### src/rtl/seg_scan_driver.sv
// rtl/seg_scan_driver.sv - 4-digit multiplexed 7-segment driver for an mm:ss stopwatch.
// Frame-latched digits, anti-ghost guard at each slot start, field blink in adjust mode.
module seg_scan_driver #(
    parameter int SCAN_DIV  = 100000,
    parameter int BLINK_DIV = 25000000,
    parameter int GUARD_CYC = 64
) (
    input  logic       clk,
    input  logic       reset_n,
    input  logic [3:0] min1,
    input  logic [3:0] min0,
    input  logic [3:0] sec1,
    input  logic [3:0] sec0,
    input  logic       adjust,
    input  logic       select,
    output logic [3:0] an,
    output logic [6:0] seg,
    output logic       dp
);

    localparam int SCAN_W  = (SCAN_DIV  > 1) ? $clog2(SCAN_DIV)  : 1;
    localparam int BLINK_W = (BLINK_DIV > 1) ? $clog2(BLINK_DIV) : 1;
    localparam logic [SCAN_W-1:0]  SCAN_LAST  = SCAN_W'(SCAN_DIV - 1);
    localparam logic [SCAN_W-1:0]  GUARD_END  = SCAN_W'(GUARD_CYC);
    localparam logic [BLINK_W-1:0] BLINK_LAST = BLINK_W'(BLINK_DIV - 1);

    logic [SCAN_W-1:0]  scan_cnt_q,  scan_cnt_d;
    logic [1:0]         idx_q,       idx_d;
    logic [BLINK_W-1:0] blink_cnt_q, blink_cnt_d;
    logic               blink_ph_q,  blink_ph_d;
    logic [15:0]        shadow_q,    shadow_d;
    logic [3:0]         an_q,        an_d;
    logic [6:0]         seg_q,       seg_d;
    logic               dp_q,        dp_d;

    logic       scan_wrap;
    logic       in_guard;
    logic       in_field;
    logic       blank;
    logic [3:0] nibble;

    always_comb begin
        scan_wrap  = (scan_cnt_q == SCAN_LAST);
        scan_cnt_d = scan_wrap ? '0 : scan_cnt_q + SCAN_W'(1);
        idx_d      = scan_wrap ? idx_q + 2'd1 : idx_q;

        // Only the shadow copy is displayed, so a whole frame always shows one time value.
        shadow_d = shadow_q;
        if (scan_wrap && (idx_q == 2'd3)) begin
            shadow_d = {min1, min0, sec1, sec0};
        end

        // Leaving adjust clears the phase so the next entry starts visible.
        blink_cnt_d = '0;
        blink_ph_d  = 1'b0;
        if (adjust) begin
            if (blink_cnt_q == BLINK_LAST) begin
                blink_cnt_d = '0;
                blink_ph_d  = ~blink_ph_q;
            end else begin
                blink_cnt_d = blink_cnt_q + BLINK_W'(1);
                blink_ph_d  = blink_ph_q;
            end
        end
    end

    always_comb begin
        case (idx_q)
            2'd0:    nibble = shadow_q[3:0];
            2'd1:    nibble = shadow_q[7:4];
            2'd2:    nibble = shadow_q[11:8];
            default: nibble = shadow_q[15:12];
        endcase

        in_guard = (scan_cnt_q < GUARD_END);
        in_field = select ? ~idx_q[1] : idx_q[1];
        blank    = adjust & blink_ph_q & in_field;

        an_d = 4'hF;
        if (!in_guard && !blank) begin
            an_d[idx_q] = 1'b0;
        end

        case (nibble)
            4'd0:    seg_d = 7'h40;
            4'd1:    seg_d = 7'h79;
            4'd2:    seg_d = 7'h24;
            4'd3:    seg_d = 7'h30;
            4'd4:    seg_d = 7'h19;
            4'd5:    seg_d = 7'h12;
            4'd6:    seg_d = 7'h02;
            4'd7:    seg_d = 7'h78;
            4'd8:    seg_d = 7'h00;
            4'd9:    seg_d = 7'h10;
            default: seg_d = 7'h3F;
        endcase
        if (blank) begin
            seg_d = 7'h7F;
        end

        dp_d = ~((idx_q == 2'd2) && !in_guard && !blank);
    end

    always_ff @(posedge clk or negedge reset_n) begin
        if (!reset_n) begin
            scan_cnt_q  <= '0;
            idx_q       <= 2'd0;
            blink_cnt_q <= '0;
            blink_ph_q  <= 1'b0;
            shadow_q    <= 16'h0000;
            an_q        <= 4'hF;
            seg_q       <= 7'h7F;
            dp_q        <= 1'b1;
        end else begin
            scan_cnt_q  <= scan_cnt_d;
            idx_q       <= idx_d;
            blink_cnt_q <= blink_cnt_d;
            blink_ph_q  <= blink_ph_d;
            shadow_q    <= shadow_d;
            an_q        <= an_d;
            seg_q       <= seg_d;
            dp_q        <= dp_d;
        end
    end

    assign an  = an_q;
    assign seg = seg_q;
    assign dp  = dp_q;

endmodule

### config.mk
export PLATFORM = sky130hd
export DESIGN_NAME = seg_scan_driver
export DESIGN_NICKNAME = d
export VERILOG_FILES = /design/src/rtl/seg_scan_driver.sv
export SDC_FILE = /design/constraint.sdc
export NUM_CORES = 1
export LEC_CHECK = 0
export CAP_MARGIN = 20
export CORE_MARGIN = 8
export CORE_UTILIZATION = 30
export CTS_CLUSTER_DIAMETER = 120
export DETAILED_ROUTE_END_ITERATION = 8
export RECOVER_POWER = 25
export SETUP_SLACK_MARGIN = 0.02
export SYNTH_ARGS = -nofsm -noshare
export SYNTH_HDL_FRONTEND = slang
export SYNTH_SLANG_ARGS = --single-unit
### constraint.sdc
create_clock -name clk -period 2.4 [get_ports clk]
set_clock_uncertainty 0.05 [all_clocks]
set_input_delay 0.72 -clock clk [delete_from_list [all_inputs] [get_ports clk]]
set_output_delay 0.72 -clock clk [all_outputs]
set_load 0.05 [all_outputs]
==> metrics.log <==
[metrics] number of buffers on the longest clock path: 2
[metrics] met2 layer wire length in the routed design: 3500 um
[metrics] number of enable-type register cells in the synthesized netlist: 0
[metrics] Critical Path Fanout Max: 6
[metrics] total overflow reported by the global router: 0
[metrics] routability congestion estimate: between 0.8 and 0.9
[metrics] final setup fails: 0
[metrics] routed length on met1: 3350 um
[metrics] met3 wire length: 271 um
[metrics] number of cells in the finished layout apart from fillers: 516
[metrics] crit end category: flop
[metrics] number of cells on the worst reg-to-reg path: 6
[metrics] remaining max-slew budget at the tightest pin: 34.0%
[metrics] number of sinks driven by the clock tree: 73
[metrics] top library cells by usage in the layout, fill and taps aside: 60 x dfrtp_1, 28 x nor2_1, 21 x nand3_1, 20 x buf_4, 19 x nand2_1
[metrics] shortest clock period the worst path allows after layout: 2.24 ns
[metrics] Max-Cap Viols: 0
[metrics] hold wc startpoint: scan_cnt_q[0]
[metrics] worst-case vdd ir drop: ~500 uV
[metrics] fraction of registers with async set or reset after synthesis: between 90% and 100%
[metrics] cell row count: 39
[metrics] final total negative setup slack: 0 ns
[metrics] starting utilization of the core area: 30.9%
[metrics] Yosys Warn Count: 0
[metrics] Hold Path Class: flop to flop
[metrics] htree depth: 3
[metrics] Max Clk Rate: 447 MHz
[metrics] Total Wirelength: 7260 um
[metrics] vertical die dimension: 125 um
[metrics] hold bufs inserted after CTS: 0
[metrics] CP Launch Type: flop
[metrics] Worst Hold Slack: 0.433 ns
[metrics] antenna diode count: 0
[metrics] critical path start-end classification: flop to flop
[metrics] number of cells on the worst hold path: 1
[metrics] Post-Syn Area per Cell: 10.8 sq um
[metrics] area occupied by multi-input gates: 1590 sq um
[metrics] wire length of the first global-routing pass: 12300 um
[metrics] die span in x: 125 um
[metrics] share of cells above drive strength 1: 21.7%
[metrics] Root Buffer Master: clkbuf_16
[metrics] net count of the mapped netlist: 358
[metrics] post-synthesis cell count: approximately 330
[metrics] Final Max Tran Viols: 0
[metrics] prevailing post-synth register cell: dfrtp_1
[metrics] number of I/O pins: 32
[metrics] hold violation count in the final report: 0
[metrics] number of global-route vias before repair: 2474
[metrics] power per cell area: between 600 and 700 nW/um^2
[metrics] number of antenna-violating nets in the routed design: 0
[metrics] count of filler cells inserted in the layout: 1114
[metrics] CP required: 2.62 ns
[metrics] number of optimization iterations in the first detailed-route pass: 4
[metrics] count of buffers inserted at the top-level ports: 31
[metrics] share of the yosys chip area belonging to registers: between 50 and 60%
[metrics] number of vias in the routed layout: 2546
[metrics] startpoint of the most critical register-to-register path: idx_q[0]
[metrics] TritonCTS Buffers: 9
[metrics] vias per inst: around 5
[metrics] Reg-to-Reg End: seg[0]
[metrics] top routing layer in use: met4
[metrics] leading cell type in the layout, fill and taps excluded: dfrtp_1
[metrics] pin count of the biggest net entering global routing: 74
[metrics] TritonCTS clock tree: built
[metrics] final worst-path cycle share: 93.3%
[metrics] number of antenna violations at the first check in global routing: 0
[metrics] result of the run: finished clean
[metrics] crit path DAT: 2.46 ns
[metrics] static leakage power: 1.76 nW
[metrics] number of distinct standard cells referenced by the synthesized netlist: 50
[metrics] iteration-0 DRC count of the detailed router: 155
[metrics] total of flip-flops plus latches after synthesis: 73
[metrics] placed cells: 498
[metrics] floorplan core area: between 10000 and 15000 sq um
[metrics] DPL Wire Length: 5130 um
[metrics] clock edge transition at the registers on the reported setup and hold paths: ~0.060 ns
[metrics] latest clock arrival within the worst-skew pair: 0.33 ns
[metrics] total standard cell area after synthesis: 3540 sq um
[metrics] Routed WL per cell: roughly 14 um
[metrics] terminating pin of the worst hold path: scan_cnt_q[0]
[metrics] transition at the pin with the smallest max-transition slack: 0.989 ns
[metrics] number of DRC violations after detailed routing: 0
[metrics] reg-to-reg slack, setup: 0.16 ns
[metrics] die footprint: 15500 sq um
[metrics] number of nets in the final layout: 398
[metrics] All-Layer GR Usage: 9.61%
[metrics] relative area change from synthesis to final layout: 21.0%
[metrics] combined flip-flop and latch cell area: roughly 1800 sq um
[metrics] unrepaired setup endpoints after global routing: no
[synthesized netlist by cell type, drive strengths merged, types with 5 or more instances]
| cell type | number | area (sq um) |
|---|---|---|
| inv | 15 | 56.3 |
| nor4 | 5 | 31.3 |
| o31ai | 7 | 52.6 |
| nand2 | 19 | 71.3 |
| nand3 | 22 | 115 |
| nor3 | 5 | 25.0 |
| clkbuf | 6 | 22.5 |
| dfrtp | 61 | 1530 |
| nand4 | 8 | 65.1 |
| mux2 | 17 | 191 |
| xnor2 | 18 | 158 |
| xor2 | 10 | 87.6 |
| o21ai | 13 | 65.1 |
| buf | 5 | 40.0 |
| or4 | 9 | 75.1 |
| nor2 | 28 | 105 |
| dfstp | 12 | 315 |
| ha | 10 | 125 |
| a21oi | 14 | 73.8 |
| or3 | 9 | 58.8 |
[worst max-delay path by stage]
stage / start / end / slack, ns / cells after the start
3_5_place_dp: idx_q[0] / seg[0] / 0.18 / 6
4_1_cts: idx_q[0] / seg[0] / 0.15 / 6
2_1_floorplan: idx_q[1] / seg[0] / 0.27 / 7
6_report: idx_q[0] / seg[0] / 0.16 / 6
5_1_grt: idx_q[0] / seg[0] / 0.05 / 6
3_3_place_gp: select / seg[6] / 0.18 / 5
[cell families after synthesis]
kind of cell,synth area share [%]
xor gates and xnor gates,6.92
adders and majority gates,3.53
muxes,6.25
and+or+nand+nor,19.0
buffers and inverters,3.46
AOI/OAI and AO/OA,8.86
DFF,52.0
[area by class of cell]
cell class                      instances  share of cell area (%)
Clock inverter                          5                   0.730
Timing Repair Buffer                   40                    8.00
Multi-Input combinational cell        228                    37.0
Clock buffer                           11                    5.66
Sequential cell                        73                    43.0
Tap cell                              143                    4.17
Inverter                               16                    1.40
[registers in the layout (all words and copies together) (netlist names)]
name         count
blink_cnt_q     25
shadow_q        16
blink_ph_q       1
an               4
dp               1
seg              7
scan_cnt_q      17
idx_q            2
[worst max-delay path, stage by stage, from the launching register on]
cell	delay [ns]
dfrtp_1	0.39
inv_1	0.11
ha_1	0.28
a222oi_1	0.42
mux2i_1	0.15
or4b_2	0.68
nand3_1	0.10
[metal layers]
metal / track usage (%) / vias to the layer above
met5: 0 / -
met1: 11.4 / 1253
met3: 3.40 / 9
met2: 15.2 / 33
met4: 4.46 / 0
li1: - / 1251
[per-stage QoR]
step                      setup WS (ns)  total power [mW]  util, %  area [sq um]
after CTS                         0.152              2.73     37.3          4280
after global placement            0.176              1.48     34.9          4010
after detailed placement          0.185              1.49     34.9          4010
after global routing             0.0490              2.80     37.4          4290
final                             0.160              2.68     37.4          4290
after floorplan                   0.273              1.39        -          3540
[where the power goes]
| part | switching (mW) | total (mW) | internal (mW) |
|---|---|---|---|
| logic | 0.105 | 0.179 | 0.0743 |
| clock network | 0.494 | 1.22 | 0.723 |
| registers | 0.0158 | 1.28 | 1.27 |
| total | 0.615 | 2.68 | 2.06 |
[repair_timing]
action,4_1_cts,5_1_grt
setup endpoints to repair,0,3
resized for setup,0,3
buffers inserted,0,2
Note: power is estimated with default switching activity, not from simulation.
